===== src/rtl/mc_pkg.sv =====
// Shared types and constants for the multi-cycle MIPS control FSM.
package mc_pkg;

    typedef enum logic [3:0] {
        FETCH, DECODE, MEMADR, MEMRD, MEMWR, MEMWB, RTEX, RWB,
        IEX, IWB, BEQ, J, JAL, JR, HALT
    } state_t;

    localparam logic [5:0] OP_RTYPE = 6'h00;
    localparam logic [5:0] OP_LW    = 6'h23;
    localparam logic [5:0] OP_SW    = 6'h2B;
    localparam logic [5:0] OP_BEQ   = 6'h04;
    localparam logic [5:0] OP_ADDI  = 6'h08;
    localparam logic [5:0] OP_J     = 6'h02;
    localparam logic [5:0] OP_JAL   = 6'h03;
    localparam logic [5:0] FN_JR    = 6'h08;

    localparam logic [1:0] ASB_RT    = 2'd0;
    localparam logic [1:0] ASB_FOUR  = 2'd1;
    localparam logic [1:0] ASB_SEXT  = 2'd2;
    localparam logic [1:0] ASB_SHIFT = 2'd3;

    localparam logic [1:0] PCSRC_ALU    = 2'd0;
    localparam logic [1:0] PCSRC_ALUOUT = 2'd1;
    localparam logic [1:0] PCSRC_JUMP   = 2'd2;
    localparam logic [1:0] PCSRC_RS     = 2'd3;

    localparam logic [1:0] WB_ALU = 2'd0;
    localparam logic [1:0] WB_MEM = 2'd1;
    localparam logic [1:0] WB_PC  = 2'd2;

    localparam logic [1:0] RD_RT = 2'd0;
    localparam logic [1:0] RD_RD = 2'd1;
    localparam logic [1:0] RD_RA = 2'd2;

    localparam logic [1:0] ALU_ADD   = 2'd0;
    localparam logic [1:0] ALU_SUB   = 2'd1;
    localparam logic [1:0] ALU_FUNCT = 2'd2;

    // Dispatch target after DECODE; FETCH means the opcode is unsupported.
    function automatic state_t decode_op(input logic [5:0] op, input logic [5:0] funct);
        state_t nxt;
        case (op)
            OP_LW, OP_SW: nxt = MEMADR;
            OP_RTYPE:     nxt = (funct == FN_JR) ? JR : RTEX;
            OP_ADDI:      nxt = IEX;
            OP_BEQ:       nxt = BEQ;
            OP_J:         nxt = J;
            OP_JAL:       nxt = JAL;
            default:      nxt = FETCH;
        endcase
        return nxt;
    endfunction

endpackage


===== src/rtl/mc_mem_wait.sv =====
// Memory wait counter: flags a timeout when an access has waited too long.
module mc_mem_wait
    import mc_pkg::*;
#(
    parameter int TIMEOUT = 16
) (
    input  logic clk,
    input  logic rst,
    input  logic active,
    input  logic ready,
    output logic expire
);

    logic [7:0] cnt;

    // Count stalled request cycles; completion, idle or reset restarts the count
    always_ff @(posedge clk) begin
        if (!rst || !active || ready) begin
            cnt <= '0;
        end else begin
            cnt <= cnt + 8'd1;
        end
    end

    // A late ready in the final allowed cycle still wins over the timeout
    assign expire = active && !ready && (cnt == 8'(TIMEOUT - 1));

endmodule


===== src/rtl/mc_controller.sv =====
// Multi-cycle MIPS control FSM sharing one memory port for fetch and data.
module mc_controller
    import mc_pkg::*;
#(
    parameter int TIMEOUT = 16,
    parameter int CNT_W   = 32
) (
    input  logic             clk,
    input  logic             rst,
    input  logic [5:0]       op,
    input  logic [5:0]       funct,
    input  logic             zero,
    input  logic             mem_ready,
    output logic             mem_req,
    output logic             mem_we,
    output logic             iord,
    output logic             ir_we,
    output logic             pc_we,
    output logic             reg_we,
    output logic [1:0]       regdst,
    output logic [1:0]       wbsel,
    output logic             alusrc_a,
    output logic [1:0]       alusrc_b,
    output logic [1:0]       alu_op,
    output logic [1:0]       pcsrc,
    output logic             illegal,
    output logic             bus_err,
    output logic [CNT_W-1:0] instret
);

    state_t           state;
    logic             bus_err_q;
    logic [CNT_W-1:0] instret_q;
    logic             expire;
    logic             retire;

    mc_mem_wait #(.TIMEOUT(TIMEOUT)) u_wait (
        .clk    (clk),
        .rst    (rst),
        .active (mem_req),
        .ready  (mem_ready),
        .expire (expire)
    );

    // An instruction retires on the cycle its final state hands back to FETCH
    always_comb begin
        retire = 1'b0;
        case (state)
            MEMWR:                          retire = mem_ready;
            MEMWB, RWB, IWB, BEQ, J, JAL, JR: retire = 1'b1;
            default:                        retire = 1'b0;
        endcase
    end

    // State sequencing, sticky bus error and retired-instruction counter
    always_ff @(posedge clk) begin
        if (!rst) begin
            state     <= FETCH;
            bus_err_q <= 1'b0;
            instret_q <= '0;
        end else begin
            if (retire) begin
                instret_q <= instret_q + CNT_W'(1);
            end
            if (expire) begin
                bus_err_q <= 1'b1;
                state     <= HALT;
            end else begin
                case (state)
                    FETCH:   if (mem_ready) state <= DECODE;
                    DECODE:  state <= decode_op(op, funct);
                    MEMADR:  state <= (op == OP_LW) ? MEMRD : ((op == OP_SW) ? MEMWR : FETCH);
                    MEMRD:   if (mem_ready) state <= MEMWB;
                    MEMWR:   if (mem_ready) state <= FETCH;
                    RTEX:    state <= RWB;
                    IEX:     state <= IWB;
                    MEMWB, RWB, IWB, BEQ, J, JAL, JR: state <= FETCH;
                    HALT:    state <= HALT;
                    default: state <= FETCH;
                endcase
            end
        end
    end

    // Datapath controls decoded from the state; reset forces everything low
    always_comb begin
        mem_req  = 1'b0;
        mem_we   = 1'b0;
        iord     = 1'b0;
        ir_we    = 1'b0;
        pc_we    = 1'b0;
        reg_we   = 1'b0;
        regdst   = RD_RT;
        wbsel    = WB_ALU;
        alusrc_a = 1'b0;
        alusrc_b = ASB_RT;
        alu_op   = ALU_ADD;
        pcsrc    = PCSRC_ALU;
        illegal  = 1'b0;
        if (rst) begin
            case (state)
                FETCH: begin
                    mem_req  = 1'b1;
                    alusrc_b = ASB_FOUR;
                    ir_we    = mem_ready;
                    pc_we    = mem_ready;
                end
                DECODE: begin
                    alusrc_b = ASB_SHIFT;
                    illegal  = (decode_op(op, funct) == FETCH);
                end
                MEMADR, IEX: begin
                    alusrc_a = 1'b1;
                    alusrc_b = ASB_SEXT;
                end
                MEMRD: begin
                    mem_req = 1'b1;
                    iord    = 1'b1;
                end
                MEMWR: begin
                    mem_req = 1'b1;
                    mem_we  = 1'b1;
                    iord    = 1'b1;
                end
                MEMWB: begin
                    reg_we = 1'b1;
                    wbsel  = WB_MEM;
                end
                RTEX: begin
                    alusrc_a = 1'b1;
                    alu_op   = ALU_FUNCT;
                end
                RWB: begin
                    reg_we = 1'b1;
                    regdst = RD_RD;
                end
                IWB: reg_we = 1'b1;
                BEQ: begin
                    alusrc_a = 1'b1;
                    alu_op   = ALU_SUB;
                    pcsrc    = PCSRC_ALUOUT;
                    pc_we    = zero;
                end
                J: begin
                    pcsrc = PCSRC_JUMP;
                    pc_we = 1'b1;
                end
                JAL: begin
                    pcsrc  = PCSRC_JUMP;
                    pc_we  = 1'b1;
                    reg_we = 1'b1;
                    regdst = RD_RA;
                    wbsel  = WB_PC;
                end
                JR: begin
                    alusrc_a = 1'b1;
                    pcsrc    = PCSRC_RS;
                    pc_we    = 1'b1;
                end
                default: ;
            endcase
        end
    end

    assign bus_err = rst ? bus_err_q : 1'b0;
    assign instret = rst ? instret_q : '0;

endmodule


===== config.mk =====
export PLATFORM = sky130hd
export DESIGN_NAME = mc_controller
export DESIGN_NICKNAME = d
export VERILOG_FILES = /design/src/rtl/mc_pkg.sv /design/src/rtl/mc_mem_wait.sv /design/src/rtl/mc_controller.sv
export SDC_FILE = /design/constraint.sdc
export NUM_CORES = 1
export LEC_CHECK = 0
export BUFFER_PORTS_ARGS = -buffer_cell sky130_fd_sc_hd__buf_4
export CORE_MARGIN = 5
export CORE_UTILIZATION = 45
export DETAILED_ROUTE_END_ITERATION = 10
export GPL_TIMING_DRIVEN = 0
export HOLD_SLACK_MARGIN = 0.03
export PLACE_DENSITY = 0.69
export SLEW_MARGIN = 20
export SYNTH_ARGS = -nofsm -noshare
export SYNTH_HDL_FRONTEND = slang
export SYNTH_HIERARCHICAL = 1
export SYNTH_SLANG_ARGS = --single-unit

===== constraint.sdc =====
create_clock -name clk -period 3.2 [get_ports clk]
set_input_delay 0.32 -clock clk [delete_from_list [all_inputs] [get_ports clk]]
set_output_delay 0.32 -clock clk [all_outputs]
set_load 0.01 [all_outputs]

==> results of run 1 <==
-- through the flow --
stage | hold slack, ns | util [%] | instances | total power [uW]
after CTS | 0.364 | 57.7 | 530 | 1040
after global routing | 0.381 | 57.7 | 530 | 1070
after detailed placement | 0.452 | 56.3 | 523 | 686
final | 0.371 | 57.7 | 530 | 1020
after global placement | 0.437 | 56.3 | 523 | 685
after floorplan | 0.429 | - | 383 | 639
-- kinds of logic (layout without fill, tap and decap cells) --
family,count (synthesis),count (layout),share of synthesized area [%]
muxes,6,6,2.33
DFF,45,45,32.3
buffers and inverters,37,109,5.25
adders and majority gates,2,2,0.897
xor gates and xnor gates,24,24,7.54
and+or+nand+nor,210,210,39.1
AOI/OAI and AO/OA,59,59,12.6
-- final timing paths --
path,end
hold / removal,state[2]
setup reg to reg,state[3]
hold reg to reg,u_wait/cnt[0]
setup / recovery,state[3]
-- registers in the layout (all words and copies together) (netlist names) --
signal	flops
bus_err_q	1
instret_q	32
state	4
u_wait/cnt	8
-- layout make-up --
| type | count | area, um2 | share of cell area (%) |
|---|---|---|---|
| Timing Repair Buffer | 65 | 488 | 14.1 |
| Inverter | 12 | 45.0 | 1.30 |
| Sequential cell | 45 | 901 | 26.1 |
| Clock buffer | 7 | 86.3 | 2.50 |
| Buffer | 25 | 101 | 2.93 |
| Tap cell | 75 | 93.8 | 2.71 |
| Multi-Input combinational cell | 301 | 1740 | 50.4 |
-- layout by cell type (no fill, tap or decap), types with 4 or more instances in the layout --
cell and instances:
buf_4 66, nor2_1 65, dfxtp_1 45, and2_1 26, nand2_1 25, nor3_1 22
a21oi_1 22, xnor2_1 20, clkbuf_1 17, nand3_1 17, o21ai_0 16, inv_1 12
nor4_1 10, or3_1 7, nand4_1 7, nand2b_1 6, or4_1 6, clkbuf_8 6
buf_1 5, xor2_1 4, o31ai_1 4, mux2_2 4
-- worst reg2reg max path: cells and delay by family (launching register included) --
kind / cells / cell delay, ns
simple gates: 3 / 1.14
flops: 1 / 0.32
buf+inv: 2 / 0.71
compound gates: 3 / 0.69
-- per-layer routing --
| layer | wire length, um | up-vias | GRT usage [%] |
|---|---|---|---|
| met5 | 0 | - | 0 |
| met4 | 91 | 0 | 5.22 |
| met3 | 305 | 9 | 3.26 |
| met2 | 3450 | 54 | 32.3 |
| met1 | 3480 | 1381 | 26.4 |
| li1 | - | 1477 | - |
-- power by group through the flow --
stage	sequential (uW)	combinational, uW	clock, uW
floorplan	576	63.0	0
global placement	576	108	0
detailed placement	576	110	0
CTS	563	110	363
global route	563	122	382
finish	563	110	352
==> results.yml, run 1 <==
outcome:
  status: "complete, no violations"
pwr:
  powerDensity_nw_per_um2: 296
  p_sw_share_pct: 24.3
  clkPwrFrac_pct: 34.3
  power_frac_seq_pct: 54.9
  vdd_ir_drop_max_mv: 0.275
  combPwrFrac_pct: 10.7
  power_switching_uw: 249
  power_leakage_uw: 0.00127
  p_int_uw: 776
cts:
  tritoncts: "yes"
  cts.clk_slew.worst_paths_ns: 0.08
  cts_inserted_buffers: 5
  cts_resized: 0
  clk_latency_ns: 0.29
  cts_max_path_buffers: 2
  post_cts_buffers: 0
  cts-hold-fix-buffers: 0
  clock-sinks: 45
  htreeDepth: 2
  root_buffer: "clkbuf_8"
sta:
  postLayoutSetupSlackWorst_ns: 0.259
  post-route-min-period_ns: 2.94
  hold_violations: 0
  setup_viol: 0
  slew_headroom_pct: 54.6
  fmax_ghz: 0.340
  slew_violations: 0
  tightest_slew_ns: 0.675
  tns_ns: 0
  fin_crit_sh_pct: 91.9
  skew_ns: 0.00468
  rsz0062_at_grt: "no"
floorplanning:
  rows: 28
  die_h_um: 88.7
  dieArea_um2: 7870
  initial_utilization_pct: 46.6
  core-area_um2: 5990
  die_x_um: 88.7
  ios: 67
synth:
  async_reset_ff_share_pct: 0
  synth_top_area_share_pct: 32.3
  synth_edf_count: 0
  ys_ff_latch: 45
  synth_top_area_cell: "dfxtp_1"
  yosysWarningCount: 6
  netlist_area_um2: 2790
  syn_inst: 383
  yosys.cell_types.count: 51
  synth_fp_nets: 401
  netlist_top_cells_area: "dfxtp_1, nor2_1, xnor2_1"
  seq_area_frac_synth_pct: 32.3
  yosysMostFrequentCell: "nor2_1"
  avgSynthCellArea_um2: 7.28
  yosys_most_used_dff: "dfxtp_1"
  synth_common_cells: "nor2_1, dfxtp_1, and2_1"
worst_setup_path:
  reg2reg_from: "state[0]"
  r2r_setup_slack_ns: 0.26
  worstPathArrival_ns: 3.16
  start_kind: "register"
  cp.required_ns: 3.42
  cp_slowest_cell: "nor4_2"
  cp_cell_sequence: "clkbuf_1 > clkbuf_1 > nand2_1 > a21oi_1 > or4b_1 > nor4_2 > o21ai_0 > o21ai_0"
  max_stage_delay_ns: 0.52
  critPathTopFamily: "simple AND/OR/NAND/NOR gates"
  worstPathMaxFanout: 10
  path_buf_inv: 2
  crit_path_end_kind: "register"
  worstSetupPathDepth: 8
  cp-startpoint: "state[0]"
  ff2ff_path_depth: 8
  crit_type: "register to register"
route:
  drt_wl_total_mm: 7.33
  drt_iter0_drc: 154
  wl_per_cell_um: 13.8
  via_per_inst: 5.51
  drt-pass1-iter-count: 4
  via_count: 2921
  ant_nets: 0
  remaining_drc_errors: 0
cells_and_area:
  area_delta_synth_final_pct: 24.0
  antenna_cells: 0
  drive_above_1_share_pct: 19.3
  fill_cells: 590
  postLayoutCellArea_um2: 3460
  fin_nets: 473
global_route:
  grt_pass1_vias: 2725
  overflow: 0
  grt_pass1_wl_mm: 12.4
  grt_start_max_net_pins: 13
  grt_usage_pct: 19.6
  antenna_found_initial: 0
worst_hold_path:
  hold_depth: 3
  min_path_type: "input pin to register"
  hp-start: "op[3]"
placement:
  port_buffers: 65
  dpl-instance-area_um2: 3370
  dp_hpwl_mm: 5.51
  post-place-ws_ns: 0.332
  gp_congestion: 0.923
job:
  maxCapViolations: 0
Power figures use the tool's default switching activity.
==> run 2, diff against run 1 <==
--- a/config.mk
+++ b/config.mk
@@ -8,6 +8,7 @@
 export BUFFER_PORTS_ARGS = -buffer_cell sky130_fd_sc_hd__buf_4
 export CORE_MARGIN = 5
 export CORE_UTILIZATION = 45
+export CTS_BUF_LIST = sky130_fd_sc_hd__clkbuf_16
 export DETAILED_ROUTE_END_ITERATION = 10
 export GPL_TIMING_DRIVEN = 0
 export HOLD_SLACK_MARGIN = 0.03
==> results.yml, run 2 (same netlist as run 1, synthesis figures left out) <==
pwr:
  vdd_ir_drop_max_mv: 0.264
  power_leakage_uw: 0.00129
  powerDensity_nw_per_um2: 330
worst_setup_path:
  crit_path_end_kind: "register"
  worstPathArrival_ns: 3.17
  worstPathMaxFanout: 10
  start_kind: "register"
  crit_type: "register to register"
  cp.required_ns: 3.41
cells_and_area:
  reg_top3: "instret_q x32, u_wait/cnt x8, state x4"
  fin_nets: 473
  seq_area_um2: 901
  multi_input_area_um2: 1740
  drive_above_1_share_pct: 19.1
  largest_reg_flops: 32
  layout_commonest_cell: "buf_4"
  antenna_cells: 0
  stdcell_count: 530
  fill_cells: 581
  largest-register: "instret_q"
  layout_common_cells: "buf_4, nor2_1, dfxtp_1, and2_1, nand2_1"
  area_delta_synth_final_pct: 25.6
  postLayoutCellArea_um2: 3500
sta:
  tns_ns: 0
  hold_ws_ns: 0.386
  rsz0062_at_grt: "no"
  post-route-min-period_ns: 2.96
  hold_violations: 0
  setup_viol: 0
  fin_crit_sh_pct: 92.4
  slew_violations: 0
  fmax_ghz: 0.338
  slew_headroom_pct: 54.0
  tightest_slew_ns: 0.685
  skew_ns: 0.00580
cts:
  cts_max_path_buffers: 2
  cts_resized: 0
  cts.clk_slew.worst_paths_ns: 0.06
  htreeDepth: 2
  post_cts_buffers: 0
  root_buffer: "clkbuf_16"
  clk_latency_ns: 0.28
  tritoncts: "yes"
  cts_inserted_buffers: 5
  cts-hold-fix-buffers: 0
  clock-sinks: 45
placement:
  port_buffers: 65
  gp_congestion: 0.923
  dpl-instance-area_um2: 3370
  dp_hpwl_mm: 5.51
  place_inst: 523
route:
  drt_wl_total_mm: 7.46
  drt-pass1-iter-count: 4
  remaining_drc_errors: 0
  drt_iter0_drc: 180
  wl_per_cell_um: 14.1
  ant_nets: 0
  via_count: 2920
  via_per_inst: 5.51
floorplanning:
  ios: 67
  dieArea_um2: 7870
  die_x_um: 88.7
  initial_utilization_pct: 46.6
  rows: 28
  core-area_um2: 5990
  die_h_um: 88.7
job:
  maxCapViolations: 0
global_route:
  grt_pass1_wl_mm: 12.6
  antenna_found_initial: 0
  overflow: 0
  grt_start_max_net_pins: 13
  grt_usage_pct: 19.9
  grt_pass1_vias: 2770
outcome:
  status: "complete, no violations"
worst_hold_path:
  min_path_type: "input pin to register"
[run 2: per-layer routing]
metal	track usage, %	up-vias	share of wire, %
li1	-	1480	-
met1	26.5	1364	47
met2	32.9	69	47
met3	3.82	7	4.8
met4	5.22	0	1.1
met5	0	-	0
[run 2: report_power, final]
| group | switching, uW | internal, uW |
|---|---|---|
| clock network | 202 | 279 |
| logic | 68.0 | 42.4 |
| registers | 1.39 | 563 |
| total | 272 | 884 |
[run 2: critical path, stage by stage, from the launching register on]
cell and delay, ns:
dfxtp_1 0.32, clkbuf_1 0.31, clkbuf_1 0.40, nand2_1 0.14, a21oi_1 0.31, or4b_1 0.48
nor4_2 0.53, o21ai_0 0.28, o21ai_0 0.12
[run 2: metrics by stage]
step / worst slack [ns] / util, % / total power (uW)
floorplan: 0.792 / - / 639
finish: 0.243 / 58.5 / 1160
CTS: 0.319 / 58.5 / 1160
global placement: 0.350 / 56.3 / 685
global route: 0.0563 / 58.5 / 1190
detailed placement: 0.332 / 56.3 / 686
[run 2: final timing paths]
path	startpoint	endpoint	slack (ns)	cells past startpoint
max	state[0]	state[3]	0.24	8
min	op[3]	state[2]	0.39	3
max reg2reg	state[0]	state[3]	0.24	8
min reg2reg	u_wait/cnt[0]	u_wait/cnt[0]	0.46	1
[run 2: cell type report]
class	instances	area share [%]
plain buffers	25	2.89
well taps	75	2.68
multi-input cells	301	49.7
clock buffers	5	3.57
inverters	12	1.29
clock inverters	2	0.214
flip-flops and latches	45	25.7
repair buffers	65	13.9
==> run 3, diff against run 2 <==
--- a/config.mk
+++ b/config.mk
@@ -7,14 +7,12 @@
 export LEC_CHECK = 0
 export BUFFER_PORTS_ARGS = -buffer_cell sky130_fd_sc_hd__buf_4
 export CORE_MARGIN = 5
-export CORE_UTILIZATION = 45
+export CORE_UTILIZATION = 40
 export CTS_BUF_LIST = sky130_fd_sc_hd__clkbuf_16
 export DETAILED_ROUTE_END_ITERATION = 10
 export GPL_TIMING_DRIVEN = 0
 export HOLD_SLACK_MARGIN = 0.03
-export PLACE_DENSITY = 0.69
 export SLEW_MARGIN = 20
 export SYNTH_ARGS = -nofsm -noshare
 export SYNTH_HDL_FRONTEND = slang
-export SYNTH_HIERARCHICAL = 1
 export SYNTH_SLANG_ARGS = --single-unit
==> results.yml, run 3 <==
outcome:
  status: "complete, no violations"
route:
  wl_per_cell_um: 14.5
  via_per_inst: 5.46
  drt_iter0_drc: 194
  ant_nets: 0
  remaining_drc_errors: 0
  via_count: 2993
  drt_wl_total_mm: 7.95
  drt-pass1-iter-count: 5
synth:
  async_reset_ff_share_pct: 0
  yosys_most_used_dff: "dfxtp_1"
  synth_common_cells: "nor2_1, dfxtp_1, and2_1"
  yosys.cell_types.count: 58
  avgSynthCellArea_um2: 7.85
  syn_inst: 376
  synth.area.mux_share_pct: 7.20
  yosysWarningCount: 0
  synth_top_area_share_pct: 30.5
  synth_top_area_cell: "dfxtp_1"
  yosysMostFrequentCell: "nor2_1"
  synth_fp_nets: 394
  synthAdderAreaFrac_pct: 0.847
  synth-simple-area-share_pct: 38.4
  netlist_area_um2: 2950
  seq_area_frac_synth_pct: 30.5
  synth_xor_area_share_pct: 2.37
  synth_top_family_by_area: "simple AND/OR/NAND/NOR gates"
  synth-compound-area-share_pct: 14.7
  synth_edf_count: 0
  netlist_top_cells_area: "dfxtp_1, mux2_2, and2_1"
  ys_ff_latch: 45
sta:
  slew_violations: 0
  postLayoutSetupSlackWorst_ns: 0.868
  slew_headroom_pct: 60.1
  setup_viol: 0
  tightest_slew_ns: 0.599
  fmax_ghz: 0.429
  hold_ws_ns: 0.438
  fin_crit_sh_pct: 72.9
  hold_violations: 0
  rsz0062_at_grt: "no"
  skew_ns: 0.00499
  tns_ns: 0
  post-route-min-period_ns: 2.33
floorplanning:
  die_x_um: 95.9
  rows: 31
  initial_utilization_pct: 40.9
  ios: 67
  die_h_um: 95.9
  dieArea_um2: 9200
  core-area_um2: 7210
cts:
  clock-sinks: 45
  clk_latency_ns: 0.28
  cts_max_path_buffers: 2
  htreeDepth: 2
  cts_inserted_buffers: 5
  cts.clk_slew.worst_paths_ns: 0.06
  cts-hold-fix-buffers: 0
  tritoncts: "yes"
  root_buffer: "clkbuf_16"
  cts_resized: 0
  post_cts_buffers: 0
cells_and_area:
  largest-register: "instret_q"
  area_delta_synth_final_pct: 26.2
  stdcell_count: 548
  post-route-util_pct: 51.7
  antenna_cells: 0
  layout_commonest_cell: "buf_4"
  drive_above_1_share_pct: 24.3
  reg_top3: "instret_q x32, u_wait.cnt x8, state x4"
  largest_reg_flops: 32
  layout_common_cells: "buf_4, nor2_1, dfxtp_1, and2_1, a21oi_1"
  fill_cells: 735
  fin_nets: 466
global_route:
  overflow: 0
  antenna_found_initial: 0
  grt_pass1_vias: 2789
  grt_pass1_wl_mm: 13.1
  grt_usage_pct: 17.7
  grt_start_max_net_pins: 14
worst_setup_path:
  worstPathArrival_ns: 2.01
  cp_slowest_cell: "a2111oi_0"
  crit_path_end_kind: "primary output"
  max_stage_delay_ns: 0.49
  crit_type: "register to primary output"
  cp.required_ns: 2.88
  worstPathMaxFanout: 10
  cp_cell_sequence: "buf_4 > clkbuf_1 > inv_1 > a2111oi_0 > buf_4"
  start_kind: "register"
  crit_top_cell: "buf_4"
job:
  maxCapViolations: 0
pwr:
  power_leakage_uw: 0.00145
  powerDensity_nw_per_um2: 340
  vdd_ir_drop_max_mv: 0.452
placement:
  place_inst: 540
  port_buffers: 65
  gp_congestion: 0.885
  dp_hpwl_mm: 5.92
  post-place-ws_ns: 1.08
worst_hold_path:
  min_path_type: "input pin to register"
[run 3: through the flow]
| stage | power, uW | area (um2) |
|---|---|---|
| finish | 1270 | 3730 |
| global route | 1310 | 3730 |
| CTS | 1280 | 3730 |
| detailed placement | 705 | 3560 |
| global placement | 703 | 3560 |
| floorplan | 655 | 2950 |
[run 3: cells by family after synthesis]
logic type               after synthesis
multiplexers                          19
adder cells (fa/ha/maj)                2
XOR/XNOR                               8
AND/OR/NAND/NOR                      202
flip-flops                            45
buffers and inverters                 37
AO/OA/AOI/OAI                         63
[run 3: final cells by class]
type	instances	area, um2	area share (%)
Clock inverter	3	37.5	1.01
Multi-Input combinational cell	294	1880	50.3
Buffer	27	139	3.73
Timing Repair Buffer	65	488	13.1
Sequential cell	45	901	24.2
Inverter	10	37.5	1.01
Clock buffer	5	125	3.36
Tap cell	99	124	3.32
[run 3: routing by layer]
layer | global-route usage [%] | routed length, um | up-vias
li1 | - | - | 1500
met1 | 23.1 | 3530 | 1409
met2 | 29.9 | 3940 | 80
met3 | 3.75 | 426 | 4
met4 | 3.55 | 52 | 0
met5 | 0 | 0 | -
[run 3: power breakdown]
part | internal, uW | switching [uW] | leakage (uW) | total (uW)
combinational | 52.1 | 74.8 | 0.00101 | 127
sequential | 563 | 2.08 | 0.000363 | 565
clock | 363 | 211 | 0.0000826 | 574
[run 3: worst paths after layout]
check	from	to	slack, ns	cells after the start
setup / recovery	state[3]	alusrc_b[1]	0.87	5
hold / removal	op[2]	state[0]	0.44	3
setup reg to reg	instret_q[0]	instret_q[24]	1.06	5
hold reg to reg	u_wait.cnt[0]	u_wait.cnt[0]	0.47	1
[run 3: critical path, delay by kind of cell (launching register included)]
family                 cells  cell delay (ns)
buffers and inverters      4             0.91
AO/OA/AOI/OAI              1             0.49
flip-flops                 1             0.33
